==> src/rtl/gray_pkg.sv <==
// Shared definitions for the Gray-code counter: the per-cycle operation
// encoding and reference-width Gray conversion helpers.
package gray_pkg;

  // Helpers run at a fixed wide width. Zero-extending a narrower value gives
  // the same low-order result, so any SIZE up to this width can use them.
  localparam int GRAY_MAX_W = 32;

  typedef enum logic [1:0] {
    OP_HOLD  = 2'd0,
    OP_CLEAR = 2'd1,
    OP_LOAD  = 2'd2,
    OP_STEP  = 2'd3
  } gray_op_e;

  function automatic logic [GRAY_MAX_W-1:0] bin2gray(input logic [GRAY_MAX_W-1:0] b);
    return b ^ (b >> 1);
  endfunction

  function automatic logic [GRAY_MAX_W-1:0] gray2bin_f(input logic [GRAY_MAX_W-1:0] g);
    logic [GRAY_MAX_W-1:0] b;
    b[GRAY_MAX_W-1] = g[GRAY_MAX_W-1];
    for (int i = GRAY_MAX_W - 2; i >= 0; i--) begin
      b[i] = b[i+1] ^ g[i];
    end
    return b;
  endfunction

endpackage

==> src/rtl/bin2gray.sv <==
// Combinational SIZE-bit binary to reflected-Gray encoder.
module bin2gray #(
  parameter int SIZE = 8
) (
  input  logic [SIZE-1:0] bin_i,
  output logic [SIZE-1:0] gray_o
);

  assign gray_o = bin_i ^ (bin_i >> 1);

endmodule

==> src/rtl/gray_counter.sv <==
// Up/down Gray-code counter with clear, load and wrap-or-saturate range ends.
// The Gray output is encoded from the next binary value and registered, so it
// moves one bit per step and never glitches.
module gray_counter
  import gray_pkg::*;
#(
  parameter int SIZE = 8,
  parameter bit WRAP = 1'b1
) (
  input  logic            clk,
  input  logic            rst,
  input  logic            clear,
  input  logic            load,
  input  logic [SIZE-1:0] load_bin,
  input  logic            en,
  input  logic            up,
  output logic [SIZE-1:0] gray,
  output logic [SIZE-1:0] bin,
  output logic            at_max,
  output logic            at_min,
  output logic            wrap
);

  localparam logic [SIZE-1:0] MAX_VAL = '1;
  localparam logic [SIZE-1:0] ONE     = {{(SIZE-1){1'b0}}, 1'b1};

  gray_op_e        op;
  logic [SIZE-1:0] bin_q, bin_d;
  logic [SIZE-1:0] gray_q, gray_d;
  logic            wrap_q, wrap_d;

  always_comb begin
    op = OP_HOLD;
    if (clear)     op = OP_CLEAR;
    else if (load) op = OP_LOAD;
    else if (en)   op = OP_STEP;
  end

  // At a range end, wrap_d flags the event whether the count wraps or holds.
  always_comb begin
    bin_d  = bin_q;
    wrap_d = 1'b0;
    case (op)
      OP_CLEAR: bin_d = '0;
      OP_LOAD:  bin_d = load_bin;
      OP_STEP: begin
        if (up) begin
          if (bin_q == MAX_VAL) begin
            wrap_d = 1'b1;
            if (WRAP) bin_d = '0;
          end else begin
            bin_d = bin_q + ONE;
          end
        end else begin
          if (bin_q == '0) begin
            wrap_d = 1'b1;
            if (WRAP) bin_d = MAX_VAL;
          end else begin
            bin_d = bin_q - ONE;
          end
        end
      end
      default: bin_d = bin_q;
    endcase
  end

  bin2gray #(.SIZE(SIZE)) u_enc (
    .bin_i  (bin_d),
    .gray_o (gray_d)
  );

  always_ff @(posedge clk) begin
    if (rst) begin
      bin_q  <= '0;
      gray_q <= '0;
      wrap_q <= 1'b0;
    end else begin
      bin_q  <= bin_d;
      gray_q <= gray_d;
      wrap_q <= wrap_d;
    end
  end

  assign bin    = bin_q;
  assign gray   = gray_q;
  assign wrap   = wrap_q;
  assign at_max = (bin_q == MAX_VAL);
  assign at_min = (bin_q == '0);

endmodule

==> config.mk <==
export PLATFORM = sky130hd
export DESIGN_NAME = gray_counter
export DESIGN_NICKNAME = d
export VERILOG_FILES = /design/src/rtl/gray_pkg.sv /design/src/rtl/bin2gray.sv /design/src/rtl/gray_counter.sv
export SDC_FILE = /design/constraint.sdc
export NUM_CORES = 1
export LEC_CHECK = 0
export ABC_AREA = 1
export CORE_MARGIN = 2
export CORE_UTILIZATION = 48
export DETAILED_ROUTE_END_ITERATION = 8
export PLACE_DENSITY = 0.83
export SETUP_SLACK_MARGIN = 0.15
export SLEW_MARGIN = 20
export SYNTH_ARGS = -nofsm -noshare
export SYNTH_HDL_FRONTEND = slang
export SYNTH_SLANG_ARGS = --single-unit
export TNS_END_PERCENT = 100
==> constraint.sdc <==
create_clock -name clk -period 2.2 [get_ports clk]
set_clock_uncertainty 0.15 [all_clocks]
set_input_delay 0.33 -clock clk [delete_from_list [all_inputs] [get_ports clk]]
set_output_delay 0.33 -clock clk [all_outputs]
set_load 0.02 [all_outputs]
Word-level counts from Yosys, hierarchy flattened
Cells that the tools add are included.
- $add $sub $neg: 2
- eq/ne operators: 4
- multiplexer cells: 10
- bitwise operators: 2
- reductions and logical operators: 2
- operator list (kind ; number):
    $mux W8 ; 3
    $pmux W8 S3 ; 1
    $add A8 B1 Y8 const B ; 1
    $eq A8 B8 Y1 const B ; 1
    $logic_not A8 Y1 ; 1
    $sub A8 B1 Y8 const B ; 1
    $xor A8 B7 Y8 ; 1
    $mux W2 ; 3
    $eq A2 B2 Y1 const B ; 2
    $mux W1 ; 3
    $eq A2 B1 Y1 const B ; 1
    $reduce_or A2 Y1 ; 1
    $not A1 Y1 ; 1
- register bits: 17
- input bits: 14
- word-level logic and storage cells: 23

Longest topological paths before layout
Gate-level depths: netlist of run 1.
- word-level depth: 6
- gate-level depth with buffers: 14

Hierarchy
A second synthesis of run 1 with hierarchy kept.
- cells, all modules: 209
- area, all modules: 1270.0 µm²
- by module, submodules not included (module ; times used ; cells an instance ; area an instance (µm²)):
    gray_counter ; 1 ; 179 ; 1153.6
    bin2gray ; 1 ; 30 ; 116.4

Worst setup path after synthesis of run 1
OpenSTA, ideal clock, no wires.
- path type: flip-flop to flip-flop
- from: register bin_q[0], in the netlist bin[0]
- to: register gray_q[4], in the netlist gray[4]
- arrival: 1549 ps
- data required time: 1936 ps
- path slack: 387 ps
- stages on the path, launching flop included: 13
- buffers on the path: 0
- period minus slack after synthesis: 1813 ps
- path through: dfxtp_1 > inv_1 > ha_1 > nand2_1 > nor2_4 > nor2_4 > nand3_1 > nand3_1 > nand2_1 > nand2_2 > nand2_1 > nand2_1 > nor2_2
- longest elaborated chain between the ends: 5
- elaborated cells between the ends (all ways): 9
- classes of those cells: add/sub (2); eq/ne (1); mux (4); bitwise (1); reduce/logical (1)
- ends and longest elaborated chain (what ; RTL line ; source):
    from (decl) ; gray_counter.sv:28 ; logic [SIZE-1:0] bin_q, bin_d;
    from (signal assigned) ; gray_counter.sv:78 ; bin_q <= bin_d;
    $logic_not A8 Y1 ; - ;
    via at_min ; gray_counter.sv:20 ; output logic at_min,
    $mux W8 ; gray_counter.sv:55 ; if (bin_q == '0) begin
    $mux W8 ; gray_counter.sv:47 ; if (up) begin
    $pmux W8 S3 ; gray_counter.sv:43 ; case (op)
    $xor A8 B7 Y8 ; bin2gray.sv:9 ; assign gray_o = bin_i ^ (bin_i >> 1);
    to (signal assigned) ; gray_counter.sv:79 ; gray_q <= gray_d;
    to (decl) ; gray_counter.sv:29 ; logic [SIZE-1:0] gray_q, gray_d;
The timed path passes the listed nets, and every way through them passes these cells.
A chain may end at the register's enable or synchronous reset.

Worst setup path in the final report of run 1
- from: register bin_q[0], in the netlist bin[0]
- to: output port at_max
- longest elaborated chain between the ends: 1
- ends and longest elaborated chain (what ; RTL line ; source):
    $eq A8 B8 Y1 ; gray_counter.sv:87 ; assign at_max = (bin_q == MAX_VAL);
    to (decl) ; gray_counter.sv:19 ; output logic at_max,
No other way between the ends.

==> impl_metrics.env, run 1 <==
export IMPL_grt_antenna_before_repair=0
export IMPL_timing_final_crit_share_pct=91.4
export IMPL_final_cell_mix="nand2_1, clkdlybuf4s50_1, inv_1"
export IMPL_h_tree_depth=1
export IMPL_fin_util_pct=67.0
export IMPL_critPathKind="flop to output port"
export IMPL_syn_nets=220
export IMPL_hold_path_class="input port to flop"
export IMPL_route_detailed_drc=0
export IMPL_setup_viol=0
export IMPL_detail_route_vias_per_cell=5.14
export IMPL_fin_crit_ps=2010
export IMPL_synth_seq_cells=16
export IMPL_port_buffers=32
export IMPL_grt_max_degree=10
export IMPL_die_area_mm2=0.00298
export IMPL_timing_rr_start="bin[0]"
export IMPL_die_h_um=54.6
export IMPL_diodes=0
export IMPL_whs_ps=490
export IMPL_hold_depth=3
export IMPL_crit_path_start_kind="flop"
export IMPL_finalMaxSlewViolations=0
export IMPL_fmax_mhz=498
export IMPL_clk_root_buffer_cell="clkbuf_4"
export IMPL_place_congestion=0.885
export IMPL_vias=1398
export IMPL_wl_per_cell_um=11.8
export IMPL_netlist_instances=203
export IMPL_r2r_end="gray[3]"
export IMPL_numClockSinks=16
export IMPL_std_cell_rows=18
export IMPL_cts_inserted_buffers=3
export IMPL_outcome="finished, final reports clean"
export IMPL_rr_worst_depth=12
export IMPL_drive_gt1_share_pct=16.9
export IMPL_ff2ff_setup_slack_ps=440
export IMPL_final_nets=260
export IMPL_power_leakage_nw=0.800
export IMPL_mostFrequentLayoutCell="nand2_1"
export IMPL_avgSynthCellArea_um2=6.05
export IMPL_dr_pass1_iters=4
export IMPL_seq_area_frac_synth_pct=26.1
export IMPL_grt_pass1_vias=1208
export IMPL_track_usage_pct=25.1
export IMPL_hpwlAfterDp_mm=2.52
export IMPL_clk_pin_slew_ps=100
export IMPL_cts_hold_buffers=0
export IMPL_cts_tree="done"
export IMPL_p_total_mw=0.849
export IMPL_worst_slew_pin_slew_ps=373
export IMPL_finalSetupTns_ps=0
export IMPL_arrival_ps=1530
export IMPL_ant_nets=0
export IMPL_start_util_pct=50.1
export IMPL_slew_headroom_pct=75.0
export IMPL_routed_wl_mm=3.22
export IMPL_powerDensity_mw_per_mm2=516
export IMPL_cts_buffer_depth=2
export IMPL_hold_path_end="bin[0]"
export IMPL_hold_violations=0
export IMPL_first_iter_violations=30
export IMPL_core_mm2=0.00245
export IMPL_ios=33
export IMPL_cp_end_kind="output port"
export IMPL_yosys_warnings=0
export IMPL_area_growth_syn_to_layout_pct=33.9
export IMPL_die_w_um=54.6
export IMPL_rsz0062_at_grt="yes"
export IMPL_overflow=0
export IMPL_insertion_delay_ps=310
export IMPL_maxCapViolCount=0
export IMPL_path_max_fanout=4
export IMPL_vdd_drop_max_v=0.000392
export IMPL_final_cells=272
export IMPL_required_ps=1720
export IMPL_hold_start="load_bin[0]"
export IMPL_place_inst=267
export IMPL_syn_area_mm2=0.00123
export IMPL_grt_pass1_wl_mm=5.38
export IMPL_synth_cell_types=24
metrics by stage:
| stage | setup slack [ps] | cell area [µm²] |
|---|---|---|
| after floorplan | 387 | 1230 |
| after global placement | 164 | 1600 |
| after detailed placement | 122 | 1600 |
| after CTS | 156 | 1640 |
| after global routing | 70.4 | 1650 |
| final | 190 | 1650 |
flip-flops by register name, indices dropped and copies added (netlist names):
| name | cells |
|---|---|
| bin | 8 |
| gray | 7 |
| wrap | 1 |
synth_stat cells, drive strengths merged:
cell type,number,share of area [%]
or2,2,1.0
xnor2,1,0.71
nor3,1,0.41
nand3,25,12
ha,3,3.1
a21oi,4,1.9
nor2,30,12
o21ai,11,4.5
buf,6,3.9
a31oi,1,0.51
xor2,2,1.4
nand4,4,2.0
nand2,71,22
dfxtp,16,26
inv,26,7.9
cell type report:
class	instances	area (µm²)
repair buffers	41	384
fillers	229	810
flip-flops and latches	16	327
well taps	30	37.5
multi-input cells	155	763
inverters	26	97.6
clock buffers	4	36.3
worst max-delay path by stage:
stage,startpoint,slack (ps),endpoint
global route,bin[0],70,at_max
CTS,bin[0],160,at_min
floorplan,bin[0],390,gray[4]
finish,bin[0],190,at_max
detailed placement,bin[0],120,at_max
global placement,bin[0],160,at_max
logic make-up after synthesis:
family	count (synthesis)	synth area share, %
simple gates	133	50.0
xor+xnor	3	2.14
flops	16	26.1
compound gates	16	6.92
buf+inv	32	11.8
fa+ha+maj	3	3.06
per-layer routing:
layer	up-vias	GRT usage (%)	wire [µm]
met3	5	6.01	230
met5	-	0	0
met1	634	34.2	1400
met2	44	39.1	1560
li1	715	-	-
met4	0	7.08	33
where the power goes:
group / switching (mW) / total [mW] / internal (mW)
logic: 0.174 / 0.307 / 0.134
clock network: 0.106 / 0.207 / 0.101
registers: 0.0205 / 0.334 / 0.314
total: 0.300 / 0.849 / 0.549
worst max-delay path: stages, from the launching register on:
cell and delay [ps]:
dfxtp_2 370, ha_1 170, nand2_1 100, nor2_2 160
nand2_1 90, nor2_1 90, clkdlybuf4s15_2 260
repair_timing:
item	CTS	global route
pin swaps	1	1
cloned	0	0
buffers inserted	0	1
resized for setup	6	5
setup endpoints to repair	3	3
No activity file was read; power rests on OpenSTA's default activity.
==> inputs of run 2 (changes only) <==
--- a/constraint.sdc
+++ b/constraint.sdc
@@ -4,2 +4,2 @@
 set_output_delay 0.33 -clock clk [all_outputs]
-set_load 0.02 [all_outputs]
+set_load 0.1 [all_outputs]
==> impl_metrics.env, run 2 (synthesized netlist as in run 1, its figures left out) <==
export IMPL_die_h_um=54.6
export IMPL_ff2ff_setup_slack_ps=380
export IMPL_port_buffers=32
export IMPL_whs_ps=516
export IMPL_final_cell_mix="nand2_1, inv_1, buf_4"
export IMPL_cts_tree="done"
export IMPL_grt_pass1_vias=1067
export IMPL_required_ps=1720
export IMPL_crit_start="bin[0]"
export IMPL_mostFrequentLayoutCell="nand2_1"
export IMPL_route_met3_wl_um=137
export IMPL_rsz0062_at_grt="yes"
export IMPL_num_fill_cells=226
export IMPL_cts_inserted_buffers=3
export IMPL_die_area_mm2=0.00298
export IMPL_overflow=0
export IMPL_std_cell_rows=18
export IMPL_diodes=0
export IMPL_dpl_cell_area_mm2=0.00157
export IMPL_first_iter_violations=23
export IMPL_ant_nets=0
export IMPL_timing_final_crit_share_pct=88.6
export IMPL_worst_slew_pin_slew_ps=341
export IMPL_cp_end_kind="output port"
export IMPL_place_inst=261
export IMPL_hold_path_class="input port to flop"
export IMPL_hold_violations=0
export IMPL_core_mm2=0.00245
export IMPL_hpwlAfterDp_mm=2.45
export IMPL_hold_start="load_bin[0]"
export IMPL_p_total_mw=0.954
export IMPL_routed_wl_mm=2.98
export IMPL_wl_per_cell_um=11.1
export IMPL_insertion_delay_ps=270
export IMPL_h_tree_depth=1
export IMPL_clk_root_buffer_cell="clkbuf_4"
export IMPL_finalSetupTns_ps=0
export IMPL_timing_rr_start="bin[1]"
export IMPL_die_w_um=54.6
export IMPL_grt_max_degree=12
export IMPL_drive_gt1_share_pct=25.6
export IMPL_grt_pass1_wl_mm=4.69
export IMPL_vdd_drop_max_v=0.000498
export IMPL_fin_crit_ps=1950
export IMPL_power_leakage_nw=0.814
export IMPL_fin_util_pct=66.3
export IMPL_crit_path_start_kind="flop"
export IMPL_numClockSinks=16
export IMPL_setup_viol=0
export IMPL_pre_cts_slack_ps=108
export IMPL_vias=1326
export IMPL_final_nets=256
export IMPL_dr_pass1_iters=4
export IMPL_track_usage_pct=21.8
export IMPL_largest_register_ffs=8
export IMPL_outcome="finished, final reports clean"
export IMPL_slew_headroom_pct=77.1
export IMPL_clk_pin_slew_ps=90
export IMPL_place_congestion=0.933
export IMPL_critPathKind="flop to output port"
export IMPL_routed_top_layer="met4"
export IMPL_route_detailed_drc=0
export IMPL_maxCapViolCount=0
export IMPL_arrival_ps=1470
export IMPL_fin_ws_ps=250
export IMPL_powerDensity_mw_per_mm2=586
export IMPL_final_cells=268
export IMPL_fin_area_mm2=0.00163
export IMPL_grt_antenna_before_repair=0
export IMPL_start_util_pct=50.1
export IMPL_cts_hold_buffers=0
export IMPL_area_growth_syn_to_layout_pct=32.5
export IMPL_fmax_mhz=513
export IMPL_wl_met1_mm=1.45
export IMPL_finalMaxSlewViolations=0
export IMPL_met2WireLength_mm=1.37
export IMPL_path_max_fanout=5
export IMPL_cts_buffer_depth=2
export IMPL_detail_route_vias_per_cell=4.95
export IMPL_ios=33
[run 2: cell count changes in the layout (fill, tap and decap cells not counted), moves of 2 or more]
cell / before / now
clkdlybuf4s50_1: 30 / 13
buf_4: 9 / 22
dfxtp_4: 0 / 7
dfxtp_2: 5 / 1
dfxtp_1: 11 / 8
buf_12: 0 / 2
nor2_1: 22 / 20
nor2_4: 4 / 6
[run 2: path summary, 6_finish.rpt]
| path | to | depth (start not counted) |
|---|---|---|
| worst max-delay path | at_max | 6 |
| worst min register to register | wrap | 4 |
| worst max register to register | gray[4] | 12 |
| worst min-delay path | bin[0] | 3 |
[run 2: what timing repair did]
action,CTS,global route
resized for setup,0,2
buffers inserted,0,3
endpoints found under the setup margin,0,1
[run 2: worst max-delay path: stages, from the launching register on]
cell	delay, ps
dfxtp_4	380
ha_2	180
nand2_1	90
nor2_2	150
nand2_2	90
nor2_4	110
buf_12	180
[run 2: where the power goes]
group | internal (mW) | switching (mW)
sequential | 0.310 | 0.0259
combinational | 0.132 | 0.335
clock | 0.0656 | 0.0856
[run 2: cell type report]
type	instances	area (µm²)	share of cell area [%]
inverter	26	97.6	6.00
clock inverter	1	3.75	0.231
tap	30	37.5	2.31
sequential	16	348	21.4
clock buffer	3	22.5	1.38
multi-input combinational	155	783	48.1
timing repair buffer	37	335	20.6
[run 2: per-layer routing]
layer | up-vias | track usage [%]
li1 | 705 | -
met1 | 582 | 32.5
met2 | 37 | 32.9
met3 | 2 | 1.91
met4 | 0 | 6.25
met5 | - | 0
